<file path="src/rtl/ms_timer_sched_pkg.sv">
// ms_timer_sched_pkg
// Constants shared by the millisecond timer scheduler and the board tick
// generator: default channel count, default period width and the clock
// rates that define the 1 ms strobe.
package ms_timer_sched_pkg;

  localparam int NCH_DEFAULT = 4;
  localparam int PW_DEFAULT  = 16;

  localparam int FCLK       = 50_000_000;
  localparam int F1KHZ      = 1000;
  localparam int CYC_PER_MS = FCLK / F1KHZ;

endpackage

</file>
<file path="src/rtl/ms_timer_sched_if.sv">
// ms_timer_sched_if
// Request/response bundle between the requesters and the timer bank.
//   start   : per-channel start request, held until granted
//   period  : per-channel interval in ms, slice i = period[i*PW +: PW]
//   cancel  : per-channel level abort
//   grant   : one-hot combinational acceptance of start
//   busy    : channel is counting
//   expired : one-cycle pulse when a channel's interval elapses
// master = requester side, slave = timer bank side.
interface ms_timer_sched_if
  import ms_timer_sched_pkg::*;
#(
  parameter int NCH = NCH_DEFAULT,
  parameter int PW  = PW_DEFAULT
) ();

  logic [NCH-1:0]    start;
  logic [NCH*PW-1:0] period;
  logic [NCH-1:0]    cancel;
  logic [NCH-1:0]    grant;
  logic [NCH-1:0]    busy;
  logic [NCH-1:0]    expired;

  modport master (
    output start, period, cancel,
    input  grant, busy, expired
  );

  modport slave (
    input  start, period, cancel,
    output grant, busy, expired
  );

endinterface

</file>
<file path="src/rtl/ms_timer_sched_rr_arb.sv">
// rr_arb
// Purely combinational NCH-wide round-robin arbiter. Grants the first
// requesting channel at or after ptr, scanning upward with wrap-around.
//   req : request vector
//   ptr : highest-priority channel this cycle (register lives in the caller)
//   gnt : one-hot grant (all zero when nothing requests)
//   idx : binary index of the granted channel (0 when nothing requests)
module rr_arb #(
  parameter int NCH = 4,
  parameter int IW  = $clog2(NCH)
) (
  input  logic [NCH-1:0] req,
  input  logic [IW-1:0]  ptr,
  output logic [NCH-1:0] gnt,
  output logic [IW-1:0]  idx
);

  logic          found;
  logic [IW-1:0] cidx;
  int            c;

  always_comb begin
    gnt   = '0;
    idx   = '0;
    found = 1'b0;
    c     = 0;
    cidx  = '0;
    for (int k = 0; k < NCH; k++) begin
      c = int'(ptr) + k;
      if (c >= NCH) c = c - NCH;
      cidx = IW'(c);
      if (!found && req[cidx]) begin
        found     = 1'b1;
        gnt[cidx] = 1'b1;
        idx       = cidx;
      end
    end
  end

endmodule

</file>
<file path="src/rtl/ms_timer_sched.sv">
// ms_timer_sched
// Multi-channel one-shot millisecond timer bank. Start requests share one
// load port, so at most one channel is loaded per cycle, chosen round-robin.
// Every busy channel counts down on each 1 ms strobe and pulses expired for
// one cycle when its interval elapses.
//   clk, rst : system clock, synchronous active-high reset
//   ce1ms    : one-cycle 1 ms clock-enable strobe
//   bus      : start/period/cancel in, grant/busy/expired out (slave side)
module ms_timer_sched
  import ms_timer_sched_pkg::*;
#(
  parameter int NCH = NCH_DEFAULT,
  parameter int PW  = PW_DEFAULT
) (
  input  logic             clk,
  input  logic             rst,
  input  logic             ce1ms,
  ms_timer_sched_if.slave  bus
);

  localparam int IW = $clog2(NCH);

  logic [NCH-1:0] req;
  logic [NCH-1:0] gnt;
  logic [IW-1:0]  idx;
  logic [IW-1:0]  ptr;
  logic [PW-1:0]  cnt [NCH];
  logic [NCH-1:0] busy_r;
  logic [NCH-1:0] expired_r;

  // A cancelled channel never competes, so cancel also beats start.
  assign req = bus.start & ~bus.cancel;

  rr_arb #(.NCH(NCH), .IW(IW)) u_arb (
    .req (req),
    .ptr (ptr),
    .gnt (gnt),
    .idx (idx)
  );

  // While rst is high no load happens, so the advertised grant is suppressed.
  assign bus.grant   = rst ? '0 : gnt;
  assign bus.busy    = busy_r;
  assign bus.expired = expired_r;

  // Per channel priority: cancel > load (grant) > decrement on ce1ms.
  // A period of zero expires on the cycle after the grant without ever
  // becoming busy; a grant on a busy channel silently replaces its count.
  always_ff @(posedge clk) begin
    if (rst) begin
      ptr       <= '0;
      busy_r    <= '0;
      expired_r <= '0;
      for (int i = 0; i < NCH; i++) cnt[i] <= '0;
    end else begin
      if (|gnt) ptr <= (idx == IW'(NCH - 1)) ? '0 : idx + 1'b1;
      for (int i = 0; i < NCH; i++) begin
        expired_r[i] <= 1'b0;
        if (bus.cancel[i]) begin
          busy_r[i] <= 1'b0;
          cnt[i]    <= '0;
        end else if (gnt[i]) begin
          if (bus.period[i*PW +: PW] != '0) begin
            cnt[i]    <= bus.period[i*PW +: PW];
            busy_r[i] <= 1'b1;
          end else begin
            cnt[i]       <= '0;
            busy_r[i]    <= 1'b0;
            expired_r[i] <= 1'b1;
          end
        end else if (ce1ms && busy_r[i] && (cnt[i] != '0)) begin
          if (cnt[i] == PW'(1)) begin
            cnt[i]       <= '0;
            busy_r[i]    <= 1'b0;
            expired_r[i] <= 1'b1;
          end else begin
            cnt[i] <= cnt[i] - 1'b1;
          end
        end
      end
    end
  end

endmodule

</file>
<file path="src/flat_wrapper.sv">
// flat-port wrapper written by rule: the top's interface ports become plain ports
module ms_timer_sched_flat import ms_timer_sched_pkg::*;
#(
  parameter int NCH = NCH_DEFAULT,
  parameter int PW  = PW_DEFAULT
)
  (clk, rst, ce1ms, bus_start, bus_period, bus_cancel, bus_grant, bus_busy, bus_expired);
  ms_timer_sched_if #(.NCH(NCH), .PW(PW)) bus_i ();
  input  logic clk;
  input  logic rst;
  input  logic ce1ms;
  input wire logic [$bits(bus_i.start)-1:0] bus_start;
  input wire logic [$bits(bus_i.period)-1:0] bus_period;
  input wire logic [$bits(bus_i.cancel)-1:0] bus_cancel;
  output wire logic [$bits(bus_i.grant)-1:0] bus_grant;
  output wire logic [$bits(bus_i.busy)-1:0] bus_busy;
  output wire logic [$bits(bus_i.expired)-1:0] bus_expired;
  assign bus_i.start = bus_start;
  assign bus_i.period = bus_period;
  assign bus_i.cancel = bus_cancel;
  assign bus_grant = bus_i.grant;
  assign bus_busy = bus_i.busy;
  assign bus_expired = bus_i.expired;
  ms_timer_sched #(.NCH(NCH), .PW(PW)) u_core (.clk(clk), .rst(rst), .ce1ms(ce1ms), .bus(bus_i));
endmodule
</file>
<file path="config.mk">
export PLATFORM = sky130hd
export DESIGN_NAME = ms_timer_sched_flat
export DESIGN_NICKNAME = d
export VERILOG_FILES = /design/src/rtl/ms_timer_sched_pkg.sv /design/src/rtl/ms_timer_sched_if.sv /design/src/rtl/ms_timer_sched_rr_arb.sv /design/src/rtl/ms_timer_sched.sv /design/src/flat_wrapper.sv
export SDC_FILE = /design/constraint.sdc
export NUM_CORES = 1
export LEC_CHECK = 0
export ABC_AREA = 0
export CAP_MARGIN = 10
export CORE_ASPECT_RATIO = 0.75
export CORE_MARGIN = 1.5
export CORE_UTILIZATION = 40
export CTS_BUF_LIST = sky130_fd_sc_hd__clkbuf_4 sky130_fd_sc_hd__clkbuf_8
export DETAILED_ROUTE_END_ITERATION = 12
export PLACE_DENSITY = 0.66
export SLEW_MARGIN = 20
export SYNTH_ARGS = -nofsm -noshare
export SYNTH_HDL_FRONTEND = slang
export SYNTH_SLANG_ARGS = --single-unit
</file>
<file path="constraint.sdc">
create_clock -name clk -period 3.85 [get_ports clk]
set_clock_uncertainty 0.15 [all_clocks]
set_input_delay 0.9625 -clock clk [delete_from_list [all_inputs] [get_ports clk]]
set_output_delay 0.9625 -clock clk [all_outputs]
set_load 0.1 [all_outputs]
</file>
; Word level (Yosys, flattened, before mapping)
; Memories as Yosys holds them, arrays and structs flattened.
; Cells that the tools add are included.
[totals]
reg_bits = 10
latch_bits = 0
ramBits = 64
mem_bits_ro = 0
input_bits = 75
wordCells = 278
memories = 1
[op_classes]
addsub = 12
n_mul = 0
n_div = 0
order_cmp = 12
eq_ne = 5
n_shift = 0
n_mux = 171
bitwise = 25
reduce_logical = 43
[memory_table]
columns = name, depth, width, rd, rd_ports_with_merged_regs, write_ports, line
row1 = u_core.cnt, 4, 16, 4, 0, 4, ms_timer_sched.sv:27  ; logic [PW-1:0] cnt [NCH];
[op_table]
columns = operator, n
row1 = 16-bit two-way mux, 20
row2 = 1-bit two-way mux, 129
row3 = 16-bit nonzero test, 8
row4 = "16-bit by 1-bit equality test with 1-bit output, second input constant", 4
row5 = "16-bit by 1-bit subtractor with 16-bit output, second input constant", 4
row6 = 4-bit two-way mux, 5
row7 = 1-bit OR, 20
row8 = 2-bit two-way mux, 9
row9 = 2-bit nonzero test, 8
row10 = 1-bit logical AND, 15
row11 = "2-bit by 3-bit < comparator with 1-bit output, second input constant", 4
row12 = 4-bit OR, 3
row13 = "3-bit greater-or-equal comparator, second input constant", 3
row14 = 1-bit binary-select mux with 2-bit select, 4
row15 = 1-bit demux with 2-bit select, 4
row16 = "2-bit by 1-bit greater-or-equal comparator with 1-bit output, second input constant", 4
row17 = 2-bit AND reduction, 4
row18 = 2-bit OR reduction, 4
row19 = "2-bit by 1-bit subtractor with 2-bit output, second input constant", 4
row20 = "2-bit by 2-bit adder with 3-bit output, second input constant", 2
row21 = 4-bit AND, 1
row22 = 4-bit NOT, 1
row23 = 4-bit OR reduction, 1
row24 = "2-bit by 1-bit adder with 3-bit output, second input constant", 1
row25 = 4 further kinds, 6

; Logic depth before layout (Yosys ltp)
[depth]
depth_word = 22
mapped_depth = 11

; Modules after synthesis
; Synthesis repeated with hierarchy kept, for this count alone.
[unflattened]
hier_cells = 523
area_unflattened_um2 = 4918.5
[modules_own_cells]
columns = module, instances, cells_each, area_each_um2, seq_area_each_um2
row1 = ms_timer_sched, 1, 475, 4479.3, 2122.0
row2 = rr_arb, 1, 48, 439.2, 0.0

; Worst setup path after synthesis
; OpenSTA, ideal clock, no wires.
[synth_path]
kind = register to output
startpoint = register u_core.ptr[0]
endpoint = output bus_grant[1]
arrival_time_ns = 3.721
required_ns = 2.738
setup_slack_ns = -0.983
stages_incl_launch_ff = 8
n_path_buf = 1
path_cell_list = dfxtp_1 -> clkinv_1 -> ha_1 -> clkbuf_1 -> nand3_1 -> a2111oi_2 -> o21ai_0 -> a21oi_1
[synth_between]
elab_chain_len = 15
[synth_lines]
columns = element, line
row1 = start: declaration, ms_timer_sched.sv:26  ; logic [IW-1:0] ptr;
row2 = start signal: assignment, ms_timer_sched.sv:56  ; if (|gnt) ptr <= (idx == IW'(NCH - 1)) ? '0 : idx + 1'b1;
row3 = branches (longest 13 deep; another with 2-bit by 1-bit adder with 3-bit output), --
row4 = 4-bit two-way mux (*), ms_timer_sched_rr_arb.sv:32  ; if (!found && req[cidx]) begin
row5 = 4-bit two-way mux (*), ms_timer_sched.sv:42  ; assign bus.grant = rst ? '0 : gnt;
row6 = end: declaration, flat_wrapper.sv:15  ; output wire logic [$bits(bus_i.grant)-1:0] bus_grant;
; Mark *: on every way between the ends. The select of a mux whose other input is x is not followed.

; Worst setup path after layout
[layout_path]
startpoint = input bus_cancel[2]
endpoint = output bus_grant[2]
[layout_between]
elab_chain_len = 15
[layout_lines]
columns = element, line
row1 = start: declaration, flat_wrapper.sv:14  ; input wire logic [$bits(bus_i.cancel)-1:0] bus_cancel;
row2 = 4-bit NOT (*), ms_timer_sched.sv:32  ; assign req = bus.start & ~bus.cancel;
row3 = 4-bit AND (*), ms_timer_sched.sv:32
row4 = 1-bit binary-select mux with 2-bit select, ms_timer_sched_rr_arb.sv:32
row5 = 1-bit two-way mux (implied by the code), ms_timer_sched_rr_arb.sv:32
row6 = 1-bit two-way mux, ms_timer_sched_rr_arb.sv:32
row7 = 1-bit zero test, ms_timer_sched_rr_arb.sv:32
row8 = 1-bit logical AND, ms_timer_sched_rr_arb.sv:32
row9 = 1-bit two-way mux, ms_timer_sched_rr_arb.sv:32
row10 = 1-bit zero test, ms_timer_sched_rr_arb.sv:32
row11 = 1-bit logical AND, ms_timer_sched_rr_arb.sv:32
row12 = 1-bit two-way mux, ms_timer_sched_rr_arb.sv:32
row13 = 1-bit zero test, ms_timer_sched_rr_arb.sv:32
row14 = 1-bit logical AND, ms_timer_sched_rr_arb.sv:32
row15 = 4-bit two-way mux (*), ms_timer_sched_rr_arb.sv:32
row16 = 4-bit two-way mux (*), ms_timer_sched.sv:42
; Mark *: on every way between the ends. The rest lies on a longest branch, timed or not. The select of a mux whose other input is x is not followed.

==> flow_metrics.py <==
metrics = {
    "timing": {
        "relSlewSlack_pct": 34.43,
        "finalHoldViolCount": 0,
        "report.final.slew_viol_count": 0,
        "setup_violations": 0,
        "setup_tns_ns": 0,
        "rsz0062_at_grt": "no",
        "period_needed_ns": 3.749,
        "fmax_ghz": 0.2667,
        "tightest_slew_ns": 0.9806,
        "fin_crit_sh_pct": 97.38,
        "setup_slack_ns": 0.1009,
    },
    "power": {
        "power_frac_comb_pct": 56.1,
        "power.switching_w": 0.001805,
        "powerDensity_nw_per_um2": 628.1,
        "pwr-share-seq_pct": 30.0,
        "ir_worst_vdd_v": 0.0002411,
        "switching_share_pct": 41.19,
        "intPower_w": 0.002577,
        "power.share.clock_pct": 13.8,
        "leakage_nw": 2.535,
        "total_power_w": 0.004381,
    },
    "route": {
        "drt-met1-wl_um": 6346,
        "drtIter0Drc": 190,
        "top_layer_used": "met4",
        "via_per_inst": 5.472,
        "wl_met2_um": 5915,
        "met3WireLength_um": 637,
        "final_antenna_net_count": 0,
        "drc_errors": 0,
        "avgRoutedWirePerCell_um": 16.12,
        "drt_wl_total_um": 13050,
        "num_vias": 4427,
        "dr.pass1.iters": 4,
    },
    "clock_network": {
        "htreeDepth": 3,
        "cts-root-buf": "clkbuf_8",
        "cts_tree": "yes",
        "clock-sinks": 74,
        "clk_path_buf_depth": 2,
        "clkLatencyLatePin_ns": 0.35,
        "numCtsBuffers": 9,
        "clk_pin_slew_ns": 0.07,
    },
    "synthesis": {
        "synth_edf_count": 64,
        "yosysWarnings": 0,
        "async_flop_share_pct": 0,
        "synth.cell_area_um2": 5176,
        "synthAdderAreaFrac_pct": 3.626,
        "seq_area_frac_synth_pct": 41.00,
        "synth_flop_cell": "edfxtp_1",
        "synth_xor_area_share_pct": 9.306,
        "synth_cell_type_count": 52,
        "synth_nets": 591,
        "synth.mux.area_fraction_pct": 3.843,
        "syn-instance-count": 501,
        "synth_top_family_by_area": "compound AO/OA/AOI/OAI gates",
        "syn_avg_cell_area_um2": 10.33,
        "yosys.area_share.simple_pct": 19.05,
        "synth-compound-area-share_pct": 19.77,
        "ys_ff_latch": 74,
    },
    "setup_path": {
        "cp.arrival_ns": 2.64,
        "r2r_cells": 12,
        "cpMostUsedCell": "and2_4",
        "start_kind": "input pin",
        "crit_family": "simple AND/OR/NAND/NOR gates",
        "cpMaxStageDelayCell": "mux4_2",
        "regToRegStartpoint": "u_core.ptr[0]",
        "worstSetupStartpoint": "bus_cancel[2]",
        "crit_path_max_incr_delay_ns": 0.48,
        "path_max_fanout": 3,
        "path_cells": "buf_2 -> nand2b_4 -> mux4_2 -> and2_4 -> a221oi_4 -> o21ai_2 -> and2_4 -> buf_12",
        "crit_type": "input pin to primary output",
        "crit_required_ns": 2.74,
        "crit_buf_inv": 2,
        "setup.worst_path.end_class": "primary output",
        "path_depth": 8,
    },
    "cells_and_area": {
        "final_cell_mix": "clkdlybuf4s50_1 (69), edfxtp_1 (64), buf_4 (61), xnor2_1 (43), o2bb2ai_1 (38)",
        "final_common_cell": "clkdlybuf4s50_1",
        "finalNetCount": 728,
        "syn2layout_area_growth_pct": 34.76,
        "final_layout_size_suffix_gt1_share_pct": 22.86,
        "fillers": 1105,
        "final_area_um2": 6975,
        "n_antenna_cell": 0,
    },
    "floorplan": {
        "io_pins": 87,
        "rows": 35,
        "die_w_um": 134.4,
        "initial_core_util_pct": 41.62,
        "core_area_um2": 12440,
        "fp.dieH_um": 101.5,
        "dieArea_um2": 13640,
    },
    "placement": {
        "globalplace.congestion": 0.8979,
        "place_area_um2": 6655,
        "port_buffers": 86,
        "hpwl_um": 9841,
        "post-place-ws_ns": -0.4499,
    },
    "global_routing": {
        "grt_pass1_wl_um": 21580,
        "grtUsageTotal_pct": 19.76,
        "grt_max_degree": 17,
        "first_global_vias": 4486,
        "grt-ovfl-total": 0,
        "antenna_found_initial": 0,
    },
    "job": {
        "maxCapViolations": 0,
    },
    "min_path": {
        "hold_path.class": "flop to flop",
        "min-delay-start": "u_core.bus.busy[0]",
        "min_path_cells": 2,
    },
    "outcome": {
        "status": "finished clean",
    },
}
==> cell usage after synthesis, types with 4 or more instances <==
master     count  area (µm²)
o2bb2ai_2     12       180.2
xor2_1        12       105.1
or4_1         17       127.6
nand3_1       11       55.05
inv_1         18       67.56
nor2_1        34       127.6
clkbuf_1      11       41.29
edfxtp_1      64        1922
or3_1          4       25.02
and3_1         4       25.02
o21ai_2       10       87.58
ha_1          15       187.7
nand2_1       37       138.9
nand2b_1       6       37.54
o2111ai_1      4       35.03
nand4_1        7       43.79
dfxtp_1       10       200.2
nor3_1        25       125.1
buf_2          6       30.03
a21oi_1        9       45.04
o21ai_0       19       95.09
nor4_1        29       181.4
xnor2_1       43       376.6
o2bb2ai_1     38       332.8
mux4_2         6       135.1
a21boi_0       4       30.03
nor2b_1        4       25.02
==> area by class of cell <==
class | count | area [µm²] | share of cell area, %
Clock buffer | 12 | 146.4 | 2.099
Sequential cell | 74 | 2122 | 30.42
Tap cell | 166 | 207.7 | 2.978
Multi-Input combinational cell | 388 | 3028 | 43.41
Clock inverter | 4 | 43.79 | 0.6278
Timing Repair Buffer | 146 | 1355 | 19.43
Inverter | 19 | 72.57 | 1.040
==> tightest hold or removal path, stage by stage, from the launching register on <==
cell and delay [ns]:
dfxtp_1 0.33, nand4_1 0.07, a21boi_0 0.08
==> kinds of logic after synthesis <==
group | Yosys count
AO/OA/AOI/OAI | 118
XOR/XNOR | 55
adder cells (fa/ha/maj) | 15
buffers and inverters | 39
flip-flops | 74
multiplexers | 12
AND/OR/NAND/NOR | 188
==> power by group through the flow <==
| stage | logic (W) | registers [W] | clock network, W |
|---|---|---|---|
| 6_report | 0.00246 | 0.00132 | 0.000606 |
| 5_1_grt | 0.00268 | 0.00135 | 0.000658 |
| 4_1_cts | 0.00240 | 0.00131 | 0.000630 |
| 3_5_place_dp | 0.00231 | 0.00133 | 0 |
| 3_3_place_gp | 0.00228 | 0.00132 | 0 |
| 2_1_floorplan | 0.00156 | 0.00136 | 0 |
==> sequential cells by signal (all words and copies together) (netlist names) <==
register and cells:
u_core.bus.busy 4, u_core.ptr 2, u_core.cnt 64, u_core.bus.expired 4
==> timing repair <==
action                                  in CTS  in global routing
gates resized for setup                     35                 18
pin swaps                                    7                  6
hold buffers                                 0                  0
setup buffers                                5                  2
endpoints found under the setup margin       4                  4
==> path summary, 6_finish.rpt <==
check / to / slack (ns)
max reg2reg: u_core.cnt[1][2] / 0.50
min: u_core.bus.busy[0] / 0.37
max: bus_grant[2] / 0.10
min reg2reg: u_core.bus.busy[0] / 0.37
==> layer usage <==
layer  up-vias  GRT usage, %
met5         -             0
met4         0         4.632
met3        16         4.605
met2        85         31.95
met1      2115         27.10
li1       2211             -
==> metrics by stage <==
step | util, % | instances | hold WS [ns]
final | 56.09 | 809 | 0.3679
after floorplan | - | 501 | 0.4372
after global routing | 56.09 | 809 | 0.3851
after CTS | 56.01 | 808 | 0.3684
after detailed placement | 53.51 | 787 | 0.3583
after global placement | 53.51 | 787 | 0.3420
Power figures use the tool's default switching activity.
